$ cat src/rtl/block_pe_param.sv
// Parametrised CGRA processing element: operand crossbar, one ALU, one scratch MEM, registered output crossbar.
// Config arrives on a bit-serial scan chain and is copied into active config on commit.

module block_pe_param_xsel #(
  parameter int DW   = 32,
  parameter int SRC  = 6,
  parameter int SELW = 3
) (
  input  logic [SRC-1:0][DW-1:0] src_i,
  input  logic [SELW-1:0]        sel_i,
  output logic [DW-1:0]          dat_o
);
  // Unused encodings above the last real source read as zero.
  assign dat_o = (int'(sel_i) < SRC) ? src_i[sel_i] : '0;
endmodule

module block_pe_param #(
  parameter int DATA_WIDTH = 32,
  parameter int NUM_IN     = 4,
  parameter int NUM_OUT    = 2,
  parameter int MEM_DEPTH  = 16
) (
  input  logic                          clk,
  input  logic                          reset,
  input  logic                          config_en,
  input  logic                          config_in,
  input  logic                          config_commit,
  output logic                          config_out,
  input  logic [NUM_IN*DATA_WIDTH-1:0]  in_data,
  output logic [NUM_OUT*DATA_WIDTH-1:0] out_data
);
  localparam int SRC   = NUM_IN + 2;
  localparam int SELW  = $clog2(SRC);
  localparam int AW    = $clog2(MEM_DEPTH);
  localparam int CFG_W = 4*SELW + 4 + 2 + NUM_OUT*SELW;
  localparam int NSEL  = 4 + NUM_OUT;

  logic [CFG_W-1:0]                    shd_q, act_q;
  logic [DATA_WIDTH-1:0]               alu_q, alu_d, mrd_q;
  logic [NUM_OUT-1:0][DATA_WIDTH-1:0]  out_q;
  logic [SRC-1:0][DATA_WIDTH-1:0]      src;
  logic [NSEL-1:0][DATA_WIDTH-1:0]     sel_dat;
  logic [DATA_WIDTH-1:0]               mem [MEM_DEPTH];
  logic [DATA_WIDTH-1:0]               op_a, op_b, op_wd;
  logic [AW-1:0]                       maddr;
  logic [4:0]                          sh;
  logic [3:0]                          alu_op;
  logic [1:0]                          mem_mode;

  // Shadow shifts while active keeps running; commit copies the pre-shift shadow.
  always_ff @(posedge clk or negedge reset) begin
    if (!reset) begin
      shd_q <= '0;
      act_q <= '0;
    end else begin
      if (config_en)     shd_q <= {config_in, shd_q[CFG_W-1:1]};
      if (config_commit) act_q <= shd_q;
    end
  end

  assign config_out = shd_q[0];
  assign alu_op     = act_q[4*SELW +: 4];
  assign mem_mode   = act_q[4*SELW+4 +: 2];

  always_comb begin
    src = '0;
    for (int k = 0; k < NUM_IN; k++) src[k] = in_data[k*DATA_WIDTH +: DATA_WIDTH];
    src[NUM_IN]   = alu_q;
    src[NUM_IN+1] = mrd_q;
  end

  // Selectors 0..3 are operands; the rest are outputs, placed after alu_op/mem_mode.
  for (genvar n = 0; n < NSEL; n++) begin : g_sel
    localparam int OFS = (n < 4) ? n*SELW : n*SELW + 6;
    block_pe_param_xsel #(.DW(DATA_WIDTH), .SRC(SRC), .SELW(SELW)) u_xsel (
      .src_i (src),
      .sel_i (act_q[OFS +: SELW]),
      .dat_o (sel_dat[n])
    );
  end

  assign op_a  = sel_dat[0];
  assign op_b  = sel_dat[1];
  assign maddr = sel_dat[2][AW-1:0];
  assign op_wd = sel_dat[3];
  assign sh    = op_b[4:0];

  always_comb begin
    alu_d = '0;
    case (alu_op)
      4'd0:  alu_d = op_a + op_b;
      4'd1:  alu_d = op_a - op_b;
      4'd2:  alu_d = op_a * op_b;
      4'd3:  alu_d = op_a & op_b;
      4'd4:  alu_d = op_a | op_b;
      4'd5:  alu_d = op_a ^ op_b;
      4'd6:  alu_d = op_a << sh;
      4'd7:  alu_d = op_a >> sh;
      4'd8:  alu_d = DATA_WIDTH'($signed(op_a) >>> sh);
      4'd9:  alu_d = {{(DATA_WIDTH-1){1'b0}}, (op_a < op_b)};
      4'd10: alu_d = {{(DATA_WIDTH-1){1'b0}}, (op_a == op_b)};
      4'd11: alu_d = op_a;
      default: alu_d = '0;
    endcase
  end

  // Scratch array is intentionally not reset.
  always_ff @(posedge clk) begin
    if (mem_mode[1]) mem[maddr] <= op_wd;
  end

  always_ff @(posedge clk or negedge reset) begin
    if (!reset) begin
      alu_q <= '0;
      mrd_q <= '0;
      out_q <= '0;
    end else begin
      alu_q <= alu_d;
      if (mem_mode[0]) mrd_q <= mem[maddr];
      for (int j = 0; j < NUM_OUT; j++) out_q[j] <= sel_dat[4+j];
    end
  end

  assign out_data = out_q;
endmodule

$ cat config.mk
export PLATFORM = sky130hd
export DESIGN_NAME = block_pe_param
export DESIGN_NICKNAME = d
export VERILOG_FILES = /design/src/rtl/block_pe_param.sv
export SDC_FILE = /design/constraint.sdc
export NUM_CORES = 2
export LEC_CHECK = 0
export ABC_AREA = 1
export BUFFER_PORTS_ARGS = -buffer_cell sky130_fd_sc_hd__clkbuf_2
export CAP_MARGIN = 20
export CORE_MARGIN = 1
export CORE_UTILIZATION = 35
export CTS_CLUSTER_DIAMETER = 100
export DETAILED_ROUTE_END_ITERATION = 10
export PLACE_DENSITY = 0.5
export SKIP_LAST_GASP = 1
export SYNTH_ARGS = -nofsm -noshare
export SYNTH_HDL_FRONTEND = slang
export SYNTH_SLANG_ARGS = --single-unit
$ cat constraint.sdc
create_clock -name clk -period 13.5 [get_ports clk]
set_input_delay 1.35 -clock clk [delete_from_list [all_inputs] [get_ports clk]]
set_output_delay 1.35 -clock clk [all_outputs]
set_load 0.005 [all_outputs]
==> metrics.csv <==
stage,metric,value,unit
worst_setup_path,cp.depth,33,
worst_setup_path,crit_arrival,10.32,ns
drt,finalWirelength,258700,um
worst_setup_path,slowest_stage,inv_1,
yosys,yosysSeqAreaShare,0.3463,
cts,worstSkewPairLatency,0.71,ns
die,dieArea,164800,um2
run,cap_violations,0,
yosys,syn_nets,7745,
die,initial_utilization,0.3541,
yosys,ys_async_sr_fraction,0.2558,
sta,fin_skew,0.04291,ns
cts,cts_buffers,77,
cts,clk_pin_slew_worst_paths,0.07,ns
sta,layout_min_cycle_time,9.851,ns
sta,slew_violations,0,
worst_setup_path,reg2reg_to,alu_q[25]$_DFF_PN0_,
die,die_w,406.0,um
worst_setup_path,cp.required,13.96,ns
yosys,syn-cell-area,57110,um2
cts,cts_root_buffer,clkbuf_16,
global_route,overflow,0,
die,fp-row-count,147,
run_status,outcome,"complete, no violations",
finish,instances_no_fill,9234,
drt,post-route-drc-count,0,
place,io_buffer_count,197,
sta,setup_ws,3.649,ns
worst_setup_path,path_max_fanout,42,
cts,htreeDepth,3,
place,place_hpwl,186400,um
global_route,grt_pass1_vias,50030,
cts,cts.sinks,688,
worst_setup_path,worst_setup_path_start_kind,flop,
drt,first_pass_iters,7,
yosys,synth_cell_type_count,65,
global_route,grt_max_degree,130,
cts,clock_path_buffers,3,
worst_setup_path,r2r_cells,33,
drt,vias_per_cell,5.731,
die,die_h,406.0,um
global_route,grt.total_usage,0.3109,
worst_setup_path,worstSetupEndpointType,flop,
sta,fin_crit_sh,0.7297,
sta,finalSetupViolCount,0,
worst_setup_path,crit_buf_inv,7,
sta,relSlewSlack,0.2444,
cts,post-cts-setup-buffer-count,0,
worst_setup_path,r2r-start,act_q[0]$_DFFE_PN0P_,
worst_setup_path,r2r_setup_slack,3.65,ns
cts,hold_buffers,0,
global_route,grt_first_pass_wirelength,369300,um
worst_setup_path,critPathLaunch,act_q[0]$_DFFE_PN0P_,
yosys,synth-edff-count,512,
worst_setup_path,critPathKind,reg -> reg,
drt,wl_per_cell,28.02,um
die,io_pins,198,
sta,worstMarginPinSlew,1.132,ns
global_route,antenna_found_initial,18,
worst_setup_path,crit_end,alu_q[25]$_DFF_PN0_,
place,dp_slack,3.801,ns
worst_hold_path,min_path_type,reg -> reg,
drt,antenna_left,0,
finish,drive_gt1_frac,0.08948,
drt,drt_iter0_markers,6654,
yosys,ys_ff_latch,688,
sta,tns,0,ns
cts,post_cts_resized,0,
yosys,netlist_instances,6982,
finish,fin_nets,7761,
yosys,syn_avg_cell_area,8.180,um2
place,gp_congestion,1.030,
place,dp.cells,9078,
die,core-area,161300,um2
cts,cts_tree,yes,
yosys,ys.warnings.count,0,
worst_setup_path,cpPeakStageDelay,0.87,ns
finish,post-route-util,0.3910,
sta,hold_viol,0,
finish,synthToLayoutAreaGrowth,10.44,%
worst_setup_path,cp_top_family,adder cells,
sta,timing.fmax,0.1015,GHz
drt,vias,52920,
yosys,synthFlopType,edfxtp_1,
sta,rsz0062_at_grt,false,
==> layout make-up <==
class                           instances  area [um2]
Clock buffer                          102        2123
Inverter                              865        3259
Clock inverter                         42       454.2
Sequential cell                       688       19800
Timing Repair Buffer                  383        2419
Tap cell                             2160        2703
Antenna cell                           11       27.53
Fill cell                           16490       98230
Multi-Input combinational cell       4983       32290
==> cells by family after synthesis <==
family                     share of synthesized area
AOI/OAI and AO/OA                             0.1917
xor gates and xnor gates                    0.004907
adders and majority gates                     0.1919
buffers and inverters                        0.09226
DFF                                           0.3463
muxes                                       0.001599
and+or+nand+nor                               0.1713
==> worst register-to-register path: cells and delay by family (launching register included) <==
family                   cells  cell delay (ns)
buffers and inverters        7             2.27
AND/OR/NAND/NOR             13             1.77
flip-flops                   1             0.65
adder cells (fa/ha/maj)      9             3.92
AO/OA/AOI/OAI                4             0.98
==> metrics by stage <==
| step | instance area, um2 | hold slack (ns) |
|---|---|---|
| 6_report | 63070 | 0.4788 |
| 3_5_place_dp | 60460 | 0.4670 |
| 2_1_floorplan | 57110 | 0.4498 |
| 3_3_place_gp | 60420 | 0.4656 |
| 4_1_cts | 63040 | 0.4811 |
| 5_1_grt | 63060 | 0.4991 |
==> state kept, by name, indices dropped and copies added, names as in the netlist <==
| signal | cells |
|---|---|
| out_data | 64 |
| mem | 512 |
| alu_q | 32 |
| mrd_q | 32 |
| shd_q | 24 |
| act_q | 24 |
==> cells in the final DEF (no fill, tap or decap), drive strengths merged, types with 3 or more instances in the layout <==
cell         n
ha         220
nor3        20
a21o         5
o22ai       28
clkbuf     298
nor2       529
nand2     1582
a31oi       16
nand3      262
bufinv       6
inv        859
o211ai     172
xnor2       14
a22oi      279
a31o         3
o2111ai     16
buf        187
nand4       22
a21boi       5
clkinvlp     4
edfxtp     512
fa         410
o21bai      10
o221ai       4
a221oi       8
o31ai        4
o21a         6
dfrtp      176
clkinv      38
mux2i        8
or2         20
xor2        18
a21oi      452
nor4         6
o41ai       12
diode       11
nand3b      11
a211oi      27
o21ai      800
==> Yosys cell counts, types with 14 or more instances <==
cell type,instances,area (um2)
ha_1,220,2753
buf_1,60,225.2
nand4_1,22,137.6
nor3_1,20,100.1
inv_1,836,3138
buf_6,20,225.2
a22oi_1,279,2095
buf_4,21,157.7
buf_2,84,420.4
fa_1,410,8208
o22ai_1,28,175.2
nor2_1,528,1982
dfrtp_1,176,4404
o2111ai_1,16,140.1
xnor2_1,14,122.6
o21ai_0,693,3468
or2_2,16,100.1
o21ai_2,20,175.2
a211oi_1,26,195.2
inv_2,15,56.30
edfxtp_1,512,15370
nand2_1,1568,5886
o211ai_1,171,1284
xor2_1,18,157.7
clkbuf_1,260,975.9
nand2_2,14,87.58
a31oi_1,16,100.1
nand3_1,262,1311
o21ai_1,83,415.4
a21oi_1,451,2257
==> how the worst min path moves through the flow <==
stage	startpoint	end	slack [ns]	cells after the start
3_5_place_dp	shd_q[15]$_DFFE_PN0P_	act_q[15]$_DFFE_PN0P_	0.47	2
4_1_cts	shd_q[15]$_DFFE_PN0P_	act_q[15]$_DFFE_PN0P_	0.48	2
2_1_floorplan	shd_q[11]$_DFFE_PN0P_	act_q[11]$_DFFE_PN0P_	0.45	2
6_report	shd_q[15]$_DFFE_PN0P_	act_q[15]$_DFFE_PN0P_	0.48	2
5_1_grt	shd_q[15]$_DFFE_PN0P_	act_q[15]$_DFFE_PN0P_	0.50	2
3_3_place_gp	shd_q[15]$_DFFE_PN0P_	act_q[15]$_DFFE_PN0P_	0.47	2
==> metal layers <==
| metal | global-route usage | share of wire |
|---|---|---|
| met3 | 0.05910 | 0.092 |
| met4 | 0.1085 | 0.039 |
| met5 | 0 | 0.00027 |
| met2 | 0.4630 | 0.43 |
| met1 | 0.4481 | 0.44 |
Power is left out: the tool's default activity adds up to more than one toggle a clock period on the data nets, which glitch-free logic cannot reach.
